[config.mk]
export PLATFORM = sky130hd
export DESIGN_NAME = burst_uploader
export DESIGN_NICKNAME = d
export VERILOG_FILES = /design/src/rtl/burst_uploader.sv
export SDC_FILE = /design/constraint.sdc
export NUM_CORES = 1
export LEC_CHECK = 0
export CAP_MARGIN = 20
export CORE_MARGIN = 4
export CORE_UTILIZATION = 25
export CTS_CLUSTER_SIZE = 30
export DETAILED_ROUTE_END_ITERATION = 16
export GPL_TIMING_DRIVEN = 0
export PLACE_DENSITY_LB_ADDON = 0.12
export SYNTH_ARGS = -nofsm -noshare
export SYNTH_HDL_FRONTEND = slang
export SYNTH_SLANG_ARGS = --single-unit
[constraint.sdc]
create_clock -name clk -period 4.7 [get_ports clk]
set_input_delay 0.705 -clock clk [delete_from_list [all_inputs] [get_ports clk]]
set_output_delay 0.705 -clock clk [all_outputs]
set_load 0.03 [all_outputs]
[src/rtl/burst_uploader.sv]
// -----------------------------------------------------------------------------
// burst_uploader
// Writes a programmable-length burst of pattern words into a FIFO, then raises
// drain_en so the downstream FIFO-to-output path can empty it.
//
// Ports:
//   clk        block clock, rising edge
//   reset      asynchronous, active-low reset
//   start      one-cycle burst request, only honoured in IDLE
//   mode       pattern select latched at start (00 +STEP, 01 -STEP, 10 hold, 11 invert)
//   len        burst length latched at start (0 = empty burst)
//   abort      ends the burst at the next WAIT or NEXT state
//   fifo_busy  FIFO cannot take a write this cycle
//   fifo_full  FIFO full
//   fifo_we    write strobe, one cycle per word
//   fifo_din   word being written (the pattern register)
//   drain_en   downstream enable, set at burst end, cleared by the next start
//   busy       high whenever the FSM is not in IDLE
//   done       one-cycle pulse at burst end (normal or aborted)
//   count      words written in the current/last burst
//   value      pattern register (same as fifo_din)
// -----------------------------------------------------------------------------
module burst_uploader #(
  parameter int                 DATA_W = 8,
  parameter int                 LEN_W  = 10,
  parameter logic [DATA_W-1:0]  INIT   = DATA_W'(8'h41),
  parameter int                 STEP   = 1
) (
  input  logic              clk,
  input  logic              reset,
  input  logic              start,
  input  logic [1:0]        mode,
  input  logic [LEN_W-1:0]  len,
  input  logic              abort,
  input  logic              fifo_busy,
  input  logic              fifo_full,
  output logic              fifo_we,
  output logic [DATA_W-1:0] fifo_din,
  output logic              drain_en,
  output logic              busy,
  output logic              done,
  output logic [LEN_W-1:0]  count,
  output logic [DATA_W-1:0] value
);

  localparam logic [DATA_W-1:0] STEP_V = DATA_W'(STEP);

  typedef enum logic [2:0] {
    S_IDLE  = 3'd0,
    S_WAIT  = 3'd1,
    S_WRITE = 3'd2,
    S_NEXT  = 3'd3,
    S_DONE  = 3'd4
  } state_t;

  state_t              state_r;
  state_t              nextState_s;
  logic [LEN_W-1:0]    lenLatch_r;
  logic [1:0]          modeLatch_r;
  logic [LEN_W-1:0]    count_r;
  logic [LEN_W-1:0]    countInc_s;
  logic [DATA_W-1:0]   value_r;
  logic                drainEn_r;

  // Pattern update applied once per written word; arithmetic wraps naturally.
  function automatic logic [DATA_W-1:0] nextPattern(input logic [1:0] m,
                                                    input logic [DATA_W-1:0] v);
    logic [DATA_W-1:0] r;
    case (m)
      2'b00:   r = v + STEP_V;
      2'b01:   r = v - STEP_V;
      2'b10:   r = v;
      2'b11:   r = ~v;
      default: r = v;
    endcase
    return r;
  endfunction

  // The burst can only end at count == len, so count never wraps mid-burst.
  assign countInc_s = count_r + LEN_W'(1);

  // State register.
  always_ff @(posedge clk or negedge reset) begin
    if (!reset) begin
      state_r <= S_IDLE;
    end else begin
      state_r <= nextState_s;
    end
  end

  // Next-state decode; abort is deliberately not looked at in WRITE so an
  // issued write always completes and gets counted.
  always_comb begin
    nextState_s = state_r;
    case (state_r)
      S_IDLE: begin
        if (start) begin
          if (len == {LEN_W{1'b0}}) begin
            nextState_s = S_DONE;
          end else begin
            nextState_s = S_WAIT;
          end
        end else begin
          nextState_s = S_IDLE;
        end
      end
      S_WAIT: begin
        if (abort) begin
          nextState_s = S_DONE;
        end else if (!fifo_busy && !fifo_full) begin
          nextState_s = S_WRITE;
        end else begin
          nextState_s = S_WAIT;
        end
      end
      S_WRITE: nextState_s = S_NEXT;
      S_NEXT: begin
        if ((countInc_s == lenLatch_r) || abort) begin
          nextState_s = S_DONE;
        end else begin
          nextState_s = S_WAIT;
        end
      end
      S_DONE:  nextState_s = S_IDLE;
      default: nextState_s = S_IDLE;
    endcase
  end

  // Burst parameters, word counter, pattern register and drain enable.
  // The pattern register is only reset by reset, so bursts chain their values.
  always_ff @(posedge clk or negedge reset) begin
    if (!reset) begin
      lenLatch_r  <= {LEN_W{1'b0}};
      modeLatch_r <= 2'b00;
      count_r     <= {LEN_W{1'b0}};
      value_r     <= INIT;
      drainEn_r   <= 1'b0;
    end else begin
      case (state_r)
        S_IDLE: begin
          if (start) begin
            lenLatch_r  <= len;
            modeLatch_r <= mode;
            count_r     <= {LEN_W{1'b0}};
            drainEn_r   <= 1'b0;
          end
        end
        S_NEXT: begin
          count_r <= countInc_s;
          value_r <= nextPattern(modeLatch_r, value_r);
        end
        S_DONE:  drainEn_r <= 1'b1;
        default: begin
        end
      endcase
    end
  end

  // Moore outputs decoded straight from the state register.
  assign fifo_we  = (state_r == S_WRITE);
  assign busy     = (state_r != S_IDLE);
  assign done     = (state_r == S_DONE);
  assign fifo_din = value_r;
  assign value    = value_r;
  assign count    = count_r;
  assign drain_en = drainEn_r;

endmodule

======== Word-level counts from Yosys, hierarchy flattened ========
Index checks and enable logic that the tools add are counted.
Widths: inputs -> output; s select.
word-level totals
  output and inout port bits .............. 30
  bits in registers ....................... 34
  word-level logic and storage cells ...... 45
  input bits .............................. 18
cells by class
  mux-type cells .......................... 11
  add/sub/neg operators ................... 3
  reduce and logical (&&, ||, !) cells .... 14
  bitwise gates (word level) .............. 2
  equal/unequal tests ..................... 9
operator list
  cell                   count
  $pmux 8 s3             1
  $pmux 10 s2            1
  $mux 3                 4
  $pmux 3 s4             1
  $add 10x1->10 const B  1
  $eq 10x10->1           1
  $logic_not 10->1       1
  $mux 10                1
  $add 8x1->8 const B    1
  $not 8->8              1
  $reduce_and 2->1       4
  $sub 8x1->8 const B    1
  $eq 3x2->1 const B     2
  $eq 2x2->1 const B     2
  $reduce_bool 2->1      2
  $eq 3x1->1 const B     1
  $eq 3x3->1 const B     1
  $logic_not 3->1        1
  $reduce_bool 3->1      1
  $eq 2x1->1 const B     1
  $logic_not 1->1        2
  $logic_not 2->1        1
  $mux 2                 1
  $ne 2x2->1 const B     1
  5 further kinds        5

======== Logic depth before layout (Yosys ltp) ========
Gate-level depths: netlist of the first run.
  word-level depth ........................ 5
  depth in mapped cells ................... 11
  mapped depth without buffers ............ 11

======== Least setup slack after synthesis of the first run ========
No wires, ideal clock.
  kind .................................... reg-to-reg
  start ................................... reg modeLatch_r[1]
  end ..................................... reg value_r[7] (netlist: fifo_din[7])
  setup slack ............................. 2.428 ns
  period minus slack after synthesis ...... 2.272 ns
  cell stages (with the launch flop) ...... 12
  data arrival time ....................... 2.191 ns
  buffers on the path ..................... 0
  data required time ...................... 4.620 ns
  path through ............................ dfrtp_1 > inv_1 > nand2_1 > inv_1 > ha_1 > a211o_1 > a21oi_1 > o21ai_0 > a2111oi_0 > a41oi_1 > o21ai_0 > xor2_1
on the way
  cells in the longest elaborated chain, start to end .. 3
RTL lines
  what                                                line  text
  from (decl)                                         59    logic [1:0] modeLatch_r;
  from (signal assigned)                              143   modeLatch_r <= mode;
  branches (longest 3 deep; another with $pmux 8 s3)  --
  to (signal assigned)                                150   value_r <= nextPattern(modeLatch_r, value_r);
  to (decl)                                           62    logic [DATA_W-1:0] value_r;
Several ways; the timed one is not identified.
A chain may end at the register's enable or synchronous reset.

======== Worst setup path in the final report of the first run ========
Ends and elaborated chain as after synthesis.

==> results.md, run 1 <==
- Tcrit/Tclk final: 0.577
- Max FO, Critical Path: 6
- Num CTS Buffers: 5
- Post-Syn Instances: 249
- Core area: 8260 um2
- Detail Placement HPWL: slightly above 4000 um
- Final net count: approximately 330
- Worst endpoint required time: just under 5 ns
- Skew-Pair Late Insertion Delay: slightly below 0.3 ns
- Antenna Nets Post-Route: 0
- Yosys reg bits: 34
- Worst setup margin: 1.99 ns
- Cts hold-fix bufs: 0
- Residual DRC: 0
- Fin area: around 2800 um2
- Vias: approximately 1900
- Synth cell types: 43
- PortBufs: between 40 and 50
- Seq/Total Area, Yosys: 0.398
- Worst EP arrival: between 2 and 3 ns
- Netlist Area Pre-Place: 2140 um2
- Post-CTS setup buffer count: 0
- Clk slew on worst S/H paths: around 0.08 ns
- First-pass GRT wire length: 8980 um
- Min-delay worst type: in2async
- Max Clk Rate: 0.369 GHz
- Total Wirelength: 5370 um
- Die ar.: between 10000 and 15000 um2
- Status: complete, no violations
- Startpoint type of the worst setup path: flop
- Max Root-Sink Buffers: 2
- Multi-input logic area: 1140 um2
- Area post-placement: about 2700 um2
- CP Capture Type: flop
- Slew HR: 0.492
- Fin. max-slew vios: 0
- Final setup vio count: 0
- Layout cell share with drive strength beyond 1: 0.0987
- Ys Warns: 0
- Flip-flop and latch area: approximately 850 um2
- Pre-antenna DRT Iters: 4
- Peak VDD IR: 0.000143 V
- Final-report hold violation count: 0
- Vias in the first global route: roughly 1800
- Async set or reset register ratio after synthesis: 1.00
- Min Tclk post-route: ~2.7 ns
- Syn nets: between 200 and 300
- Routed len/inst: between 10 and 15 um
- Crit Path Category: reg2reg
- Initial DRC Count: 73
- Initial antenna violation count: 0
- Die W: between 100 and 150 um
- Pwr dens: around 640 nW/um2
- # IOs: 48
- Tot GR Track Use: 0.112
- Unrepaired setup endpoints after global routing: false
- Post-synth EDFFs: 0
- Number of core rows: 33
- Initial Utilization: 0.259
- Vias/cell: 4.53
- Pre-CTS WS: between 1.5 and 2 ns
- H-tree levels: 2
- GP Congestion: 0.810
- Cts repair resizes: 0
- Fillers: just under 900
- Largest net degree at the start of global routing: 35
- Layout Skew: 0.0116 ns
- Lkg Pwr: 1.23 nW
- Average cell area after synthesis: ~8.6 um2
- Area Overhead vs Synth: 32.1%
- Number of diodes: 0
- Grt ovf: 0
- Reg-to-reg slack, setup: around 2.0 ns
- Die H: approximately 100 um
- Slew @ Worst Pin: between 0.7 and 0.8 ns
- CTS tree: yes
- CTS Sinks: 34
- Root buffer cell: clkbuf_8
- Ys flop type: dfrtp_1
- Post-Route Setup TNS: 0 ns
- Max_cap viols: 0
- Depth of the worst register-to-register path: 11
cell usage after synthesis, types with 2 or more instances:
cell / n / area share
xnor2_1: 12 / 0.049
nand3_1: 6 / 0.014
a211o_1: 2 / 0.0082
dfrtp_1: 32 / 0.37
and3_2: 3 / 0.011
dfstp_2: 2 / 0.025
a21oi_1: 18 / 0.042
buf_4: 9 / 0.032
o31ai_1: 5 / 0.018
xor2_1: 9 / 0.037
clkbuf_1: 5 / 0.0088
a41oi_1: 2 / 0.0082
nor4_1: 2 / 0.0058
nand2b_1: 2 / 0.0058
a21o_1: 3 / 0.011
ha_1: 7 / 0.041
o21ai_0: 25 / 0.058
and2_1: 4 / 0.012
nand2_1: 49 / 0.086
inv_1: 8 / 0.014
nor2_1: 13 / 0.023
nor3_1: 10 / 0.023
metrics by stage:
| step | power [mW] | std cells | hold WS [ns] | utilization |
|---|---|---|---|---|
| 2_1_floorplan | 1.26 | 249 | 0.409 | - |
| 3_3_place_gp | 1.59 | 401 | 0.464 | 0.332 |
| 3_5_place_dp | 1.59 | 401 | 0.473 | 0.332 |
| 4_1_cts | 1.83 | 409 | 0.491 | 0.343 |
| 5_1_grt | 1.96 | 409 | 0.526 | 0.343 |
| 6_report | 1.81 | 409 | 0.481 | 0.343 |
routing by layer:
layer | part of all wire | global-route usage | up-vias
li1 | - | - | 968
met1 | 0.50 | 0.151 | 845
met4 | 0.0099 | 0.0311 | 0
met5 | 0 | 0 | -
met2 | 0.45 | 0.180 | 34
met3 | 0.041 | 0.0263 | 4
worst max-delay path, cell delays in order (launching register included):
cell	delay [ns]
dfrtp_1	0.43
inv_1	0.13
nand2_1	0.10
inv_1	0.22
ha_1	0.29
a211o_1	0.30
a21oi_1	0.20
o21ai_0	0.17
a2111oi_0	0.42
a41oi_1	0.08
o21ai_0	0.14
xor2_1	0.17
kinds of logic after synthesis:
logic type / synth area share
AOI/OAI and AO/OA: 0.177
xor gates and xnor gates: 0.0859
adders and majority gates: 0.0502
buffers and inverters: 0.0683
DFF: 0.398
muxes: 0.00467
and+or+nand+nor: 0.216
path summary, 6_finish.rpt:
path / endpoint / startpoint
min reg2reg: drain_en$_DFFE_PN0P_ / drain_en$_DFFE_PN0P_
max reg2reg: fifo_din[7]$_DFFE_PN0P_ / modeLatch_r[1]$_DFFE_PN0P_
max in group asynchronous: lenLatch_r[0]$_DFFE_PN0P_ / reset
min in group clk: drain_en$_DFFE_PN0P_ / drain_en$_DFFE_PN0P_
max: fifo_din[7]$_DFFE_PN0P_ / modeLatch_r[1]$_DFFE_PN0P_
min: fifo_din[3]$_DFFE_PN0P_ / reset
state kept, by name, summed over array words and instances (netlist names):
signal	cells
count	10
drain_en	1
fifo_din	8
lenLatch_r	10
modeLatch_r	2
state_r	3
cell usage in the layout (no fill, tap or decap), drive strengths merged:
cell	instances
nand2	49
clkdlybuf4s50	46
dfrtp	32
o21ai	25
a21oi	18
nor2	13
clkbuf	13
xnor2	12
buf	12
nor3	11
xor2	9
inv	8
ha	7
nand3	6
o31ai	6
and2	4
and3	4
a21o	3
nor4	3
a211o	2
a41oi	2
nand2b	2
dfstp	2
and4	1
nand4	1
nor4bb	1
mux2i	1
o211ai	1
a311oi	1
o32ai	1
nor3b	1
a21boi	1
o21a	1
a2111oi	1
nor2b	1
o21bai	1
fa	1
clkinv	1
power by group:
part	internal [mW]	leakage, nW	switching (mW)
Clock	0.118	0.0482	0.113
Sequential	0.405	0.430	0.119
Combinational	0.475	0.756	0.578
Total	0.998	1.23	0.810
layout make-up:
| class | instances | area share |
|---|---|---|
| buffer | 17 | 0.0411 |
| timing repair buffer | 47 | 0.164 |
| tap | 105 | 0.0464 |
| multi-input combinational | 190 | 0.404 |
| inverter | 8 | 0.0106 |
| clock buffer | 7 | 0.0305 |
| sequential | 34 | 0.302 |
| clock inverter | 1 | 0.00177 |
No activity file was read; power rests on OpenSTA's default activity.
==> run 2, diff against run 1 <==
clock period = 2.4 ns   (was 4.7 ns; I/O delays follow)
==> run 2 against run 1 <==
Non-clock buffer count rose by 4; combinational power rose by 110%; global-route usage rose by 0.058 points; setup slack got worse by 1.9 ns; critical path depth did not move; routed wire length rose by 0.73%; first-iteration DRC count fell by 4.1%; critical endpoint unchanged.
==> results.md, run 2 (synthesis results as in run 1) <==
- Final-report hold violation count: 0 (unchanged)
- Lkg Pwr: 1.25 nW (+1.5%)
- Crit Path Category: reg2reg
- Vias in the first global route: 1857 (+0.60%)
- Layout cell share with drive strength beyond 1: 0.133 (+0.0344)
- Fillers: 896 (+0.11%)
- Flip-flop and latch area: 855 um2 (+0.15%)
- Final net count: 333 (+1.2%)
- Max Root-Sink Buffers: 2 (unchanged)
- Grt ovf: 0 (unchanged)
- Multi-input logic area: 1160 um2 (+1.4%)
- Status: complete, no violations
- Worst EP arrival: 2.51 ns (-0.41 ns)
- Startpoint type of the worst setup path: flop
- Max FO, Critical Path: 4 (-2)
- Largest net degree at the start of global routing: 35 (unchanged)
- Max incr delay on CP: 0.39 ns (-0.04 ns)
- Commonest cells after routing, fill and taps aside: 48 x nand2_1, 46 x clkdlybuf4s50_1, 31 x dfrtp_1, 23 x o21ai_0, 17 x a21oi_1
- Slowest-stage cell, CP: dfrtp_1
- CTS tree: yes
- Total Wirelength: 5410 um (+0.73%)
- Final setup vio count: 0 (unchanged)
- Max Clk Rate: 0.436 GHz (+18%)
- Fin. max-slew vios: 0 (unchanged)
- Slew HR: 0.485 (-0.00607)
- Die H: 101 um (unchanged)
- Detail Placement HPWL: 4110 um (unchanged)
- Tcrit/Tclk final: 0.956 (+0.379)
- Die W: 101 um (unchanged)
- First-pass GRT wire length: 9030 um (+0.55%)
- Number of diodes: 0 (unchanged)
- CP Capture Type: flop
- Pre-antenna DRT Iters: 4 (unchanged)
- Root buffer cell: clkbuf_8
- Layout Skew: 0.0113 ns (-0.000251 ns)
- Initial antenna violation count: 0 (unchanged)
- Min Tclk post-route: 2.29 ns (-0.417 ns)
- Antenna Nets Post-Route: 0 (unchanged)
- Area Overhead vs Synth: 34.3%
- GP Congestion: 0.810 (unchanged)
- Initial Utilization: 0.259 (unchanged)
- Core area: 8260 um2 (unchanged)
- Tot GR Track Use: 0.113 (+0.000579)
- Finished Core Util: 0.348 (+0.00576)
- Routed len/inst: 13.1 um (-0.25%)
- Skew-Pair Late Insertion Delay: 0.29 ns (about the same)
- Clk slew on worst S/H paths: 0.08 ns (about the same)
- Initial DRC Count: 70 (-4.1%)
- Vias/cell: 4.52 (-0.22%)
- Crit path cell chain: inv_2 > nand2_2 > inv_2 > ha_1 > a211o_1 > a21oi_2 > o21ai_2 > a2111oi_2 > a41oi_1 > o21ai_1 > xor2_1
- Final Total Pwr: 3.65 mW (+100%)
- Cell repeated most along the worst path: inv_2
- WHS: 0.140 ns (-0.341 ns)
- H-tree levels: 2 (unchanged)
- Residual DRC: 0 (unchanged)
- PortBufs: 47 (unchanged)
- Min-delay worst type: in2async
- Pwr dens: 1270 nW/um2 (+98%)
- Unrepaired setup endpoints after global routing: true
- Num CTS Buffers: 5 (unchanged)
- Vias: 1865 (+0.76%)
- Number of core rows: 33 (unchanged)
- Peak VDD IR: 0.000281 V (+97%)
- Worst endpoint required time: 2.61 ns (-2.30 ns)
- Die ar.: 10100 um2 (unchanged)
- Max_cap viols: 0 (unchanged)
- Slew @ Worst Pin: 0.772 ns (+0.00910 ns)
- # IOs: 48 (unchanged)
- Cts hold-fix bufs: 0 (unchanged)
- Commonest non-fill, non-tap cell in the layout: nand2_1
- CTS Sinks: 34 (unchanged)
==> run 2: cell count changes in the layout (fill, tap and decap cells not counted), sizes merged <==
| cell | change |
|---|---|
| buf | +4 |
==> run 2: through the flow <==
step                      std cells  TNS (ns)  instance area [um2]  worst slack (ns)
final                           413         0                 2880             0.106
after CTS                       412         0                 2860            0.0187
after detailed placement        401    -0.315                 2740            -0.315
after global placement          401    -0.260                 2740            -0.260
after global routing            413   -0.0424                 2880           -0.0424
after floorplan                 249         0                 2140             0.128
==> run 2: final timing paths <==
path,depth (start not counted),slack (ns),from,end
worst min register to register,1,0.48,drain_en$_DFFE_PN0P_,drain_en$_DFFE_PN0P_
worst max-delay path,11,0.11,modeLatch_r[1]$_DFFE_PN0P_,fifo_din[7]$_DFFE_PN0P_
min in group clk,1,0.48,drain_en$_DFFE_PN0P_,drain_en$_DFFE_PN0P_
worst max register to register,11,0.11,modeLatch_r[1]$_DFFE_PN0P_,fifo_din[7]$_DFFE_PN0P_
max in group asynchronous,1,1.72,reset,count[0]$_DFFE_PN0P_
worst min-delay path,1,0.14,reset,fifo_din[3]$_DFFE_PN0P_
==> run 2: repair_timing <==
action | 4_1_cts | 5_1_grt
resized for setup | 3 | 7
pin swaps | 1 | 2
setup buffers | 3 | 1
endpoints found under the setup margin | 1 | 3
==> run 2: critical path, delay by kind of cell (launching register included) <==
family	cells	cell delay [ns]
buffers and inverters	2	0.17
XOR/XNOR	1	0.16
AO/OA/AOI/OAI	6	1.19
flip-flops	1	0.39
AND/OR/NAND/NOR	1	0.08
adder cells (fa/ha/maj)	1	0.24
==> run 2: per-layer routing <==
| layer | track usage | part of all wire | vias up |
|---|---|---|---|
| li1 | - | - | 973 |
| met1 | 0.152 | 0.49 | 852 |
| met2 | 0.181 | 0.46 | 36 |
| met3 | 0.0263 | 0.043 | 4 |
| met4 | 0.0311 | 0.0098 | 0 |
| met5 | 0 | 0 | - |
==> run 2: layout make-up <==
| cell class | count | area share |
|---|---|---|
| buffer | 17 | 0.0404 |
| clock inverter | 1 | 0.00174 |
| multi-input combinational | 190 | 0.403 |
| timing repair buffer | 51 | 0.172 |
| tap | 105 | 0.0457 |
| clock buffer | 7 | 0.0300 |
| sequential | 34 | 0.297 |
| inverter | 8 | 0.0104 |
==> run 2: power by group <==
part	internal, mW	switching, mW
logic	0.992	1.18
registers	0.794	0.228
clock network	0.232	0.220
==> run 3, diff against run 2 <==
GPL_TIMING_DRIVEN = 1   (was 0)
==> run 3 against run 2 <==
Routed wire length grew 1.9%; flip-flop and latch count is the same; sequential power is essentially flat; combinational power shrank 4%; register-to-register slack gained 0.09 ns; sequential share of layout area grew 0.56 points; critical path depth is the same; via count grew 1.6%; largest cell class unchanged; highest routed layer unchanged.
==> results.md, run 3 (synthesis results as in run 1) <==
- Antenna Nets Post-Route: 0 (unchanged)
- Layout cell share with drive strength beyond 1: 0.110 (-0.0235)
- Area Overhead vs Synth: 31.7%
- Min-delay worst type: reg2reg
- Skew-Pair Late Insertion Delay: 0.29 ns (about the same)
- Startpoint type of the worst setup path: flop
- Vias in the first global route: 1815 (-2.3%)
- First-pass GRT wire length: 9220 um (+2.1%)
- CP Capture Type: flop
- Peak VDD IR: 0.000282 V (about the same)
- Max_cap viols: 0 (unchanged)
- Max FO, Critical Path: 4 (unchanged)
- Pre-antenna DRT Iters: 4 (unchanged)
- Max Root-Sink Buffers: 2 (unchanged)
- Worst setup margin: 0.198 ns (+0.0918 ns)
- Die W: 101 um (unchanged)
- CTS tree: yes
- Worst endpoint required time: 2.61 ns (about the same)
- Hold depth: 1
- Fin. max-slew vios: 0 (unchanged)
- Num CTS Buffers: 5 (unchanged)
- Number of diodes: 0 (unchanged)
- Tcrit/Tclk final: 0.918 (-0.0382)
- Detail Placement HPWL: 4190 um (+1.8%)
- Pre-CTS WS: 0.0638 ns (+0.379 ns)
- Post-Place Cells: 396 (-1.2%)
- Core area: 8260 um2 (unchanged)
- Residual DRC: 0 (unchanged)
- Final-report hold violation count: 0 (unchanged)
- Commonest non-fill, non-tap cell in the layout: nand2_1
- Clk slew on worst S/H paths: 0.07 ns (about the same)
- WHS: 0.481 ns (+0.341 ns)
- Root buffer cell: clkbuf_8
- Min Tclk post-route: 2.20 ns (-0.0918 ns)
- Slew HR: 0.673 (+0.187)
- Status: complete, no violations
- Total Wirelength: 5510 um (+1.9%)
- Layout Skew: 0.0111 ns (-0.000224 ns)
- H-tree levels: 2 (unchanged)
- Grt ovf: 0 (unchanged)
- Final setup vio count: 0 (unchanged)
- Post-route non-filler standard cell count: 406 (-1.7%)
- CTS Sinks: 34 (unchanged)
- Pwr dens: 1250 nW/um2 (-1.5%)
- Die H: 101 um (unchanged)
- Routed len/inst: 13.6 um (+3.6%)
- Commonest cells after routing, fill and taps aside: 49 x nand2_1, 47 x clkdlybuf4s50_1, 32 x dfrtp_1, 23 x o21ai_0, 17 x a21oi_1
- Initial antenna violation count: 0 (unchanged)
- GP Congestion: 0.786 (-3.0%)
- Final net count: 326 (-2.1%)
- Slew @ Worst Pin: 0.490 ns (-0.282 ns)
- Vias: 1894 (+1.6%)
- Tot GR Track Use: 0.114 (+0.00134)
- Largest net degree at the start of global routing: 35 (unchanged)
- Max Clk Rate: 0.454 GHz (+4.2%)
- PortBufs: 47 (unchanged)
- Crit Path Category: reg2reg
- Number of core rows: 33 (unchanged)
- # IOs: 48 (unchanged)
- Die ar.: 10100 um2 (unchanged)
- Depth of the worst register-to-register path: 11 (unchanged)
- Worst EP arrival: 2.41 ns (-0.10 ns)
- Initial DRC Count: 63 (-10%)
- Initial Utilization: 0.259 (unchanged)
- Lkg Pwr: 1.23 nW (-1.6%)
- Vias/cell: 4.67 (+3.3%)
-- run 3: cell count changes in the layout (fill, tap and decap cells not counted), sizes merged --
cell,previous run,this run
clkbuf,13,6
buf,16,14
clkdlybuf4s50,46,47
clkinv,1,2
-- run 3: per-stage QoR --
stage | area [um2] | TNS (ns) | total power, mW | utilization
detailed placement | 2720 | 0 | 3.09 | 0.329
global route | 2820 | -0.0226 | 3.82 | 0.342
global placement | 2720 | 0 | 3.08 | 0.329
floorplan | 2140 | 0 | 2.46 | -
finish | 2820 | 0 | 3.52 | 0.342
CTS | 2800 | 0 | 3.53 | 0.339
-- run 3: final cells by class --
class	count	area (um2)
fill	886	5440
multi-input combinational	190	1150
sequential	34	853
timing repair buffer	61	576
tap	105	131
clock buffer	6	72.6
inverter	8	30.0
clock inverter	2	10.0
-- run 3: worst paths after layout --
path                                                  from                 endpoint  slack, ns
worst max-delay path            modeLatch_r[0]$_DFFE_PN0P_  fifo_din[7]$_DFFE_PN0P_       0.20
worst min-delay path                  drain_en$_DFFE_PN0P_     drain_en$_DFFE_PN0P_       0.48
worst max register to register  modeLatch_r[0]$_DFFE_PN0P_  fifo_din[7]$_DFFE_PN0P_       0.20
worst min register to register        drain_en$_DFFE_PN0P_     drain_en$_DFFE_PN0P_       0.48
max in group asynchronous                            reset  fifo_din[0]$_DFFE_PN1P_       1.57
min in group asynchronous                            reset     count[5]$_DFFE_PN0P_       0.49
-- run 3: power by group --
part | leakage, nW | switching [mW] | total, mW | internal, mW
logic | 0.757 | 1.16 | 2.09 | 0.925
clock network | 0.0450 | 0.216 | 0.417 | 0.201
registers | 0.430 | 0.223 | 1.02 | 0.792
total | 1.23 | 1.60 | 3.52 | 1.92
-- run 3: critical path: stages (launching register included) --
cell	delay, ns
dfrtp_1	0.40
nand2_1	0.11
inv_2	0.06
buf_4	0.15
ha_1	0.31
o21a_1	0.13
a21oi_2	0.15
o21ai_1	0.11
a2111oi_1	0.38
a41oi_1	0.08
o21ai_1	0.11
xor2_1	0.15
-- run 3: what timing repair did --
| item | in CTS | in global routing |
|---|---|---|
| gates resized for setup | 0 | 5 |
| setup endpoints to repair | 0 | 1 |
| hold buffers | 0 | 0 |
| buffers inserted | 0 | 2 |
-- run 3: per-layer routing --
metal  global-route usage  share of wire  up-vias
li1                     -              -      956
met5                    0              0        -
met3               0.0270          0.042        6
met1                0.161           0.48      893
met4               0.0342          0.012        0
met2                0.174           0.46       39
